**src/rtl/fetch_unit_pkg.sv**
```systemverilog
// rtl/fetch_unit_pkg.sv - shared types and constants for the instruction-fetch stage
package fetch_unit_pkg;

    typedef enum logic {
        ST_REQ  = 1'b0,
        ST_WAIT = 1'b1
    } state_e;

    localparam int unsigned WORD_BYTES       = 4;
    localparam logic [31:0] DEFAULT_RESET_PC = 32'h0000_0000;
    localparam int unsigned IMM_LSB          = 0;
    localparam int unsigned IMM_MSB          = 15;

    function automatic logic [31:0] word_align(input logic [31:0] addr);
        return {addr[31:2], 2'b00};
    endfunction

endpackage

```
**src/rtl/fetch_out_reg.sv**
```systemverilog
// rtl/fetch_out_reg.sv - single-entry valid/ready holding register for fetched instructions
module fetch_out_reg
    import fetch_unit_pkg::*;
(
    input  logic        clk_i,
    input  logic        rst_i,
    input  logic        load_i,
    input  logic        flush_i,
    input  logic        ready_i,
    input  logic [31:0] pc_i,
    input  logic [31:0] instr_i,
    output logic        valid_o,
    output logic [31:0] pc_o,
    output logic [31:0] pc4_o,
    output logic [31:0] instr_o
);

    logic        valid_q, valid_d;
    logic [31:0] pc_q, pc_d;
    logic [31:0] pc4_q, pc4_d;
    logic [31:0] instr_q, instr_d;

    // Flush beats load beats consume; a load in the consume cycle replaces the entry.
    always_comb begin
        valid_d = valid_q;
        pc_d    = pc_q;
        pc4_d   = pc4_q;
        instr_d = instr_q;
        if (flush_i) begin
            valid_d = 1'b0;
        end else if (load_i) begin
            valid_d = 1'b1;
            pc_d    = pc_i;
            pc4_d   = pc_i + 32'(WORD_BYTES);
            instr_d = instr_i;
        end else if (valid_q && ready_i) begin
            valid_d = 1'b0;
        end
    end

    always_ff @(posedge clk_i) begin
        if (rst_i) begin
            valid_q <= 1'b0;
            pc_q    <= '0;
            pc4_q   <= '0;
            instr_q <= '0;
        end else begin
            valid_q <= valid_d;
            pc_q    <= pc_d;
            pc4_q   <= pc4_d;
            instr_q <= instr_d;
        end
    end

    assign valid_o = valid_q;
    assign pc_o    = pc_q;
    assign pc4_o   = pc4_q;
    assign instr_o = instr_q;

endmodule

```
**src/rtl/fetch_unit.sv**
```systemverilog
// rtl/fetch_unit.sv - instruction-fetch stage: pc, imem req/gnt/rvalid, redirect, decode handshake
module fetch_unit
    import fetch_unit_pkg::*;
#(
    parameter logic [31:0] RESET_PC = DEFAULT_RESET_PC
) (
    input  logic        clk,
    input  logic        rst,
    output logic        imem_req,
    output logic [31:0] imem_addr,
    input  logic        imem_gnt,
    input  logic        imem_rvalid,
    input  logic [31:0] imem_rdata,
    output logic        if_valid,
    input  logic        if_ready,
    output logic [31:0] if_pc,
    output logic [31:0] if_pc4,
    output logic [31:0] if_instr,
    output logic [15:0] if_imm16,
    input  logic        br_taken,
    input  logic [31:0] br_target,
    output logic        br_misaligned
);

    state_e      state_q, state_d;
    logic [31:0] pc_q, pc_d;
    logic [31:0] req_pc_q, req_pc_d;
    logic        drop_q, drop_d;
    logic        br_mis_q;
    logic        rsp_fire;
    logic        load;

    // Request is also held low during reset so no grant can be taken while rst is asserted.
    always_comb begin
        imem_req  = !rst && (state_q == ST_REQ) && (!if_valid || if_ready) && !br_taken;
        imem_addr = pc_q;
    end

    assign rsp_fire = (state_q == ST_WAIT) && imem_rvalid;
    assign load     = rsp_fire && !drop_q && !br_taken;

    always_comb begin
        state_d  = state_q;
        pc_d     = pc_q;
        req_pc_d = req_pc_q;
        drop_d   = drop_q;
        if (br_taken) begin
            pc_d = word_align(br_target);
            if (state_q == ST_WAIT) begin
                // The in-flight response is discarded now or marked to be discarded on arrival.
                if (imem_rvalid) begin
                    state_d = ST_REQ;
                    drop_d  = 1'b0;
                end else begin
                    drop_d  = 1'b1;
                end
            end
        end else begin
            case (state_q)
                ST_REQ: begin
                    if (imem_req && imem_gnt) begin
                        req_pc_d = pc_q;
                        state_d  = ST_WAIT;
                    end
                end
                ST_WAIT: begin
                    if (imem_rvalid) begin
                        state_d = ST_REQ;
                        drop_d  = 1'b0;
                        if (!drop_q) begin
                            pc_d = req_pc_q + 32'(WORD_BYTES);
                        end
                    end
                end
                default: state_d = ST_REQ;
            endcase
        end
    end

    always_ff @(posedge clk) begin
        if (rst) begin
            state_q  <= ST_REQ;
            pc_q     <= word_align(RESET_PC);
            req_pc_q <= '0;
            drop_q   <= 1'b0;
            br_mis_q <= 1'b0;
        end else begin
            state_q  <= state_d;
            pc_q     <= pc_d;
            req_pc_q <= req_pc_d;
            drop_q   <= drop_d;
            br_mis_q <= br_taken && (|br_target[1:0]);
        end
    end

    fetch_out_reg u_out_reg (
        .clk_i   (clk),
        .rst_i   (rst),
        .load_i  (load),
        .flush_i (br_taken),
        .ready_i (if_ready),
        .pc_i    (req_pc_q),
        .instr_i (imem_rdata),
        .valid_o (if_valid),
        .pc_o    (if_pc),
        .pc4_o   (if_pc4),
        .instr_o (if_instr)
    );

    assign if_imm16      = if_instr[IMM_MSB:IMM_LSB];
    assign br_misaligned = br_mis_q;

endmodule

```
**config.mk**
```make
export PLATFORM = sky130hd
export DESIGN_NAME = fetch_unit
export DESIGN_NICKNAME = d
export VERILOG_FILES = /design/src/rtl/fetch_unit_pkg.sv /design/src/rtl/fetch_out_reg.sv /design/src/rtl/fetch_unit.sv
export SDC_FILE = /design/constraint.sdc
export NUM_CORES = 1
export LEC_CHECK = 0
export ABC_AREA = 1
export CELL_PAD_IN_SITES_DETAIL_PLACEMENT = 2
export CELL_PAD_IN_SITES_GLOBAL_PLACEMENT = 2
export CORE_AREA = 4 4 182 184
export DETAILED_ROUTE_END_ITERATION = 8
export DIE_AREA = 0 0 186 188
export GPL_TIMING_DRIVEN = 0
export PLACE_DENSITY_LB_ADDON = 0.3
export RECOVER_POWER = 50
export REMOVE_ABC_BUFFERS = 1
export SYNTH_ARGS = -nofsm -noshare
export SYNTH_HDL_FRONTEND = slang
export SYNTH_HIERARCHICAL = 1
export SYNTH_SLANG_ARGS = --single-unit
```
**constraint.sdc**
```tcl
create_clock -name clk -period 2.5 [get_ports clk]
set_clock_uncertainty 0.15 [all_clocks]
set_input_delay 0.5 -clock clk [delete_from_list [all_inputs] [get_ports clk]]
set_output_delay 0.5 -clock clk [all_outputs]
set_load 0.02 [all_outputs]
```
* Word-level counts from Yosys, hierarchy flattened
Index checks and enable logic that the tools add are counted.
** Operators by class
- Reductions and logical operators :: 24
- Eq/ne operators :: 1
- Add/sub/neg operators :: 1
- Multiplexer cells :: 15
- Bitwise logic cells :: 3
** Operators by type and width (number)
- 32-bit 2-to-1 mux :: 4
- 32-bit by 3-bit adder with 32-bit output (second input constant) :: 1
- 1-bit 2-to-1 mux :: 10
- 1-bit logical AND :: 9
- 3-bit AND reduction :: 3
- 2-bit nonzero test :: 3
- 1-bit zero test :: 4
- 2-bit AND reduction :: 2
- 2-bit OR reduction :: 2
- 1-bit inverter :: 3
- 2-bit != test (second input constant) :: 1
- 1-bit one-hot mux with 2 select lines :: 1
- 1-bit logical OR :: 1
** Word-level totals
- Output and inout bits :: 147
- Register bits :: 164
- Input bits :: 70

* Longest topological paths before layout
- Depth in word-level cells :: 8
- Mapped depth :: 14
- Gate-level depth less buffers :: 12

* Hierarchy
The synthesis kept the hierarchy.
** By module, submodules not included
- fetch_out_reg :: sequential area each 1901.8 µm², area an instance 4220.3 µm², cells an instance 635, instances 1
- fetch_unit :: sequential area each 1341.3 µm², area an instance 3567.2 µm², cells an instance 531, instances 1

* Worst setup path before layout
Ideal clock, no wire load.
- Path type :: input port to flip-flop
- Start :: input imem_rvalid
- End :: register u_out_reg.pc4_q[20] (netlist: u_out_reg/pc4_o[20])
- Stages :: 14
- Path slack :: 0.463 ns
- Data required time :: 2.293 ns
- Arrival time :: 1.831 ns
- Library setup time :: 0.057 ns
- Cell sequence :: nand2_1 > nor2_2 > inv_2 > nor2_4 > buf_4 > inv_1 > nor2_4 > inv_2 > buf_2 > nor2_1 > nand3_1 > nand3_1 > nand2_1 > inv_1
** On the way
- Word-level cells in the longest chain between the ends :: 4
** RTL lines
- from (decl) :: RTL line fetch_unit.sv:12 : input logic imem_rvalid,
- 1-bit logical AND :: RTL line fetch_unit.sv:39 : assign rsp_fire = (state_q == ST_WAIT) && imem_rvalid;
- 1-bit logical AND (2 in series) :: RTL line fetch_unit.sv:40 : assign load = rsp_fire && !drop_q && !br_taken;
- via load :: RTL line fetch_unit.sv:31 : logic load;
- 2-bit AND reduction (no line)
- to (signal assigned) :: RTL line fetch_out_reg.sv:50 : pc4_q <= pc4_d;
- to (decl) :: RTL line fetch_out_reg.sv:20 : logic [31:0] pc4_q, pc4_d;
The timed path passes the listed nets, and every way through them passes these cells.
A chain may end at the register's enable or synchronous reset.

* Worst setup path after layout
- Start :: input rst
- End :: output imem_req
** On the way
- Word-level cells in the longest chain between the ends :: 4
** RTL lines
- from (decl) :: RTL line fetch_unit.sv:8 : input logic rst,
- 1-bit zero test :: RTL line fetch_unit.sv:35 : imem_req = !rst && (state_q == ST_REQ) && (!if_valid || if_ready) && !br_taken;
- 1-bit logical AND (3 in series) :: RTL line fetch_unit.sv:35
- to (decl) :: RTL line fetch_unit.sv:9 : output logic imem_req,
No other way between the ends.

==> impl_metrics.ini <==
[status]
status = completed

[routing]
drc = 0
vias = 8308
drt-initial-drc-count = 297
drt-total-wl_um = 32000
drt_pass1_iterations = 5
ant_nets = 0
post_drt_wl_per_cell_um = 18.2
vias_per_cell = 4.71

[placement]
gp_congestion = 0.799
hpwl_um = 22100
io_buffers = 216
place_ws_ps = -1870
numPlacedInstances = 1720

[cells_and_area]
seq_area_um2 = 3240
multi_input_area_um2 = 3720
nFillCells = 3729
drive_gt1_share_pct = 6.61
syn2layout_area_growth_pct = 41.8
layout.cells.non_filler = 1763
antenna_cells = 0
fin_nets = 1421

[timing]
min_period_ps = 2360
max_freq_mhz = 424
setup_ws_ps = 140
maxSlewHeadroom_pct = 40.7
slew_violations = 0
tightestPinTransition_ps = 889
hold_viol_final = 0
setup_tns_ps = 0
fin_crit_sh_pct = 94.4
setup_viol = 0

[global_routing]
grt_pass1_wl_um = 50200
grt.total_usage_pct = 18.1
grt_max_degree = 60
first_global_vias = 8895
grt_overflow_total = 0
antenna_found_initial = 0

[worst_setup_path]
crit_required_ps = 1850
timing.rr.end = u_out_reg/pc4_o[16]$_SDFFE_PP0P_
crit_type = primary input to output port
r2r-start = state_q$_SDFF_PP0_
worst-path-max-fanout = 38
critPathLaunchType = primary input
worstSetupEndpointType = output port
rr_worst_depth = 14
reg2reg_slack_ps = 270
cp.arrival_ps = 1710

[hold_path]
whs_path_depth = 2
hold_end = imem_addr[23]$_SDFFE_PP0P_
hold_class = primary input to flip-flop
hp-start = rst

[clock_network]
numCtsBuffers = 17
cts_tree = yes
postCtsHoldBufs = 0
root_buffer = clkbuf_16
clk_latency_ps = 440
clock_sinks = 162
path_clk_slew_ps = 70
h-tree-depth = 4
clockBufferDepth = 2

[floorplan]
rows = 65
ios = 217
die_h_um = 188
start_util_pct = 24.8
die_area_um2 = 35000
core_um2 = 31400
die_w_um = 186

[yosys]
yosys_most_used_dff = dfxtp_1
synthArstFlopShare_pct = 0
synth_edf_count = 0
yosys_warnings = 6
synth.distinct_cells = 30
netlist.area_leader.share_pct = 41.6
ys_top_cells_by_area = dfxtp_1 (42%), nand2_1 (12%), nor2_1 (11%), o21ai_0 (6.6%), inv_1 (6.2%)
synth_cells = 1166
synth_seq_cells = 162
synth_area_um2 = 7790
syn_area_per_cell_um2 = 6.68
yosys.area.top_type = dfxtp_1
synth_seq_area_share_pct = 41.6

[pwr]
comb_power_share_pct = 8.5
netSwitchingFraction_pct = 25.3
p_seq_share_pct = 44.7
p_clk_share_pct = 46.8
ir_drop_mv = 0.459
p_leak_nw = 4.28
internal-power_w = 0.00460
p_sw_w = 0.00156
p_per_area_nw_per_um2 = 558
p_total_w = 0.00616

[flow_run]
drv_cap = 0
## worst max-delay path by stage
stage	cells after the start	start	slack [ps]	end
after floorplan	12	imem_rvalid	-1220	u_out_reg/pc4_o[20]$_SDFFE_PP0P_
after global placement	10	br_taken	-5080	u_out_reg/pc4_o[27]$_SDFFE_PP0P_
after detailed placement	15	imem_rvalid	-1870	u_out_reg/pc4_o[28]$_SDFFE_PP0P_
after CTS	6	rst	7	imem_req
after global routing	15	imem_rvalid	-8	u_out_reg/pc4_o[29]$_SDFFE_PP0P_
final	6	rst	140	imem_req
## logic make-up after synthesis
group,count (synthesis),share of synthesized area (%)
and+or+nand+nor,586,31.2
adders and majority gates,2,0.321
buffers and inverters,203,11.4
DFF,162,41.6
xor gates and xnor gates,3,0.337
AOI/OAI and AO/OA,210,15.1
## placed cells by master, fill, tap and decap left out, types with 21 or more instances in the layout
cell	instances
nand3_1	86
a21oi_1	62
nand2_1	249
dfxtp_1	162
a22o_1	21
nor2_1	207
o21ai_0	103
inv_1	127
clkdlybuf4s50_1	213
## worst max-delay path, stage by stage
cell,delay (ps)
buf_2,210
buf_12,220
inv_12,170
nand2_2,110
nor3_4,230
clkbuf_2,220
## timing repair
| item | CTS | global route |
|---|---|---|
| setup endpoints to repair | 128 | 23 |
| resized for setup | 22 | 7 |
| setup buffers | 5 | 1 |
| cloned | 4 | 2 |
| pin swaps | 2 | 2 |
## Yosys cell counts, types with 8 or more instances
master / count
a211oi_1: 11
a21oi_1: 62
a22o_1: 21
a31oi_1: 9
buf_2: 15
buf_4: 21
clkbuf_1: 28
dfxtp_1: 162
inv_1: 129
nand2_1: 249
nand3_1: 86
nor2_1: 220
nor2_4: 8
o21ai_0: 103
## layer usage
| metal | up-vias | share of wire (%) | global-route usage, % |
|---|---|---|---|
| met5 | - | 0 | 0 |
| met4 | 0 | 1.0 | 3.78 |
| met3 | 19 | 3.9 | 2.72 |
| met2 | 164 | 51 | 32.4 |
| met1 | 4062 | 44 | 22.9 |
| li1 | 4063 | - | - |
## final cells by class
type	count	share of cell area, %
clock inverter	12	1.64
clock buffer	19	4.01
sequential	162	29.4
inverter	133	4.70
multi-input combinational	803	33.7
tap	402	4.55
timing repair buffer	232	22.0
## stage by stage
stage               instance area, um2  hold WS, ps  utilization, %
floorplan                         7400          307               -
global placement                 10100          302            32.1
detailed placement               10200          312            32.4
CTS                              11000          301            35.0
global route                     11000          317            35.2
finish                           11000          309            35.2
## state kept, by name (all words and copies together) (netlist names)
register and cells:
imem_addr 32, req_pc_q 32, u_out_reg/instr_o 32, u_out_reg/pc_o 32, u_out_reg/pc4_o 30, br_misaligned 1, drop_q 1, state_q 1
u_out_reg/valid_o 1
## power by group through the flow
stage	combinational (W)	sequential (W)	clock, W
CTS	0.000531	0.00276	0.00297
floorplan	0.000172	0.00281	0
global placement	0.000495	0.00281	0
finish	0.000524	0.00275	0.00288
detailed placement	0.000515	0.00281	0
global route	0.000575	0.00277	0.00308
Note: power is estimated with default switching activity, not from simulation.
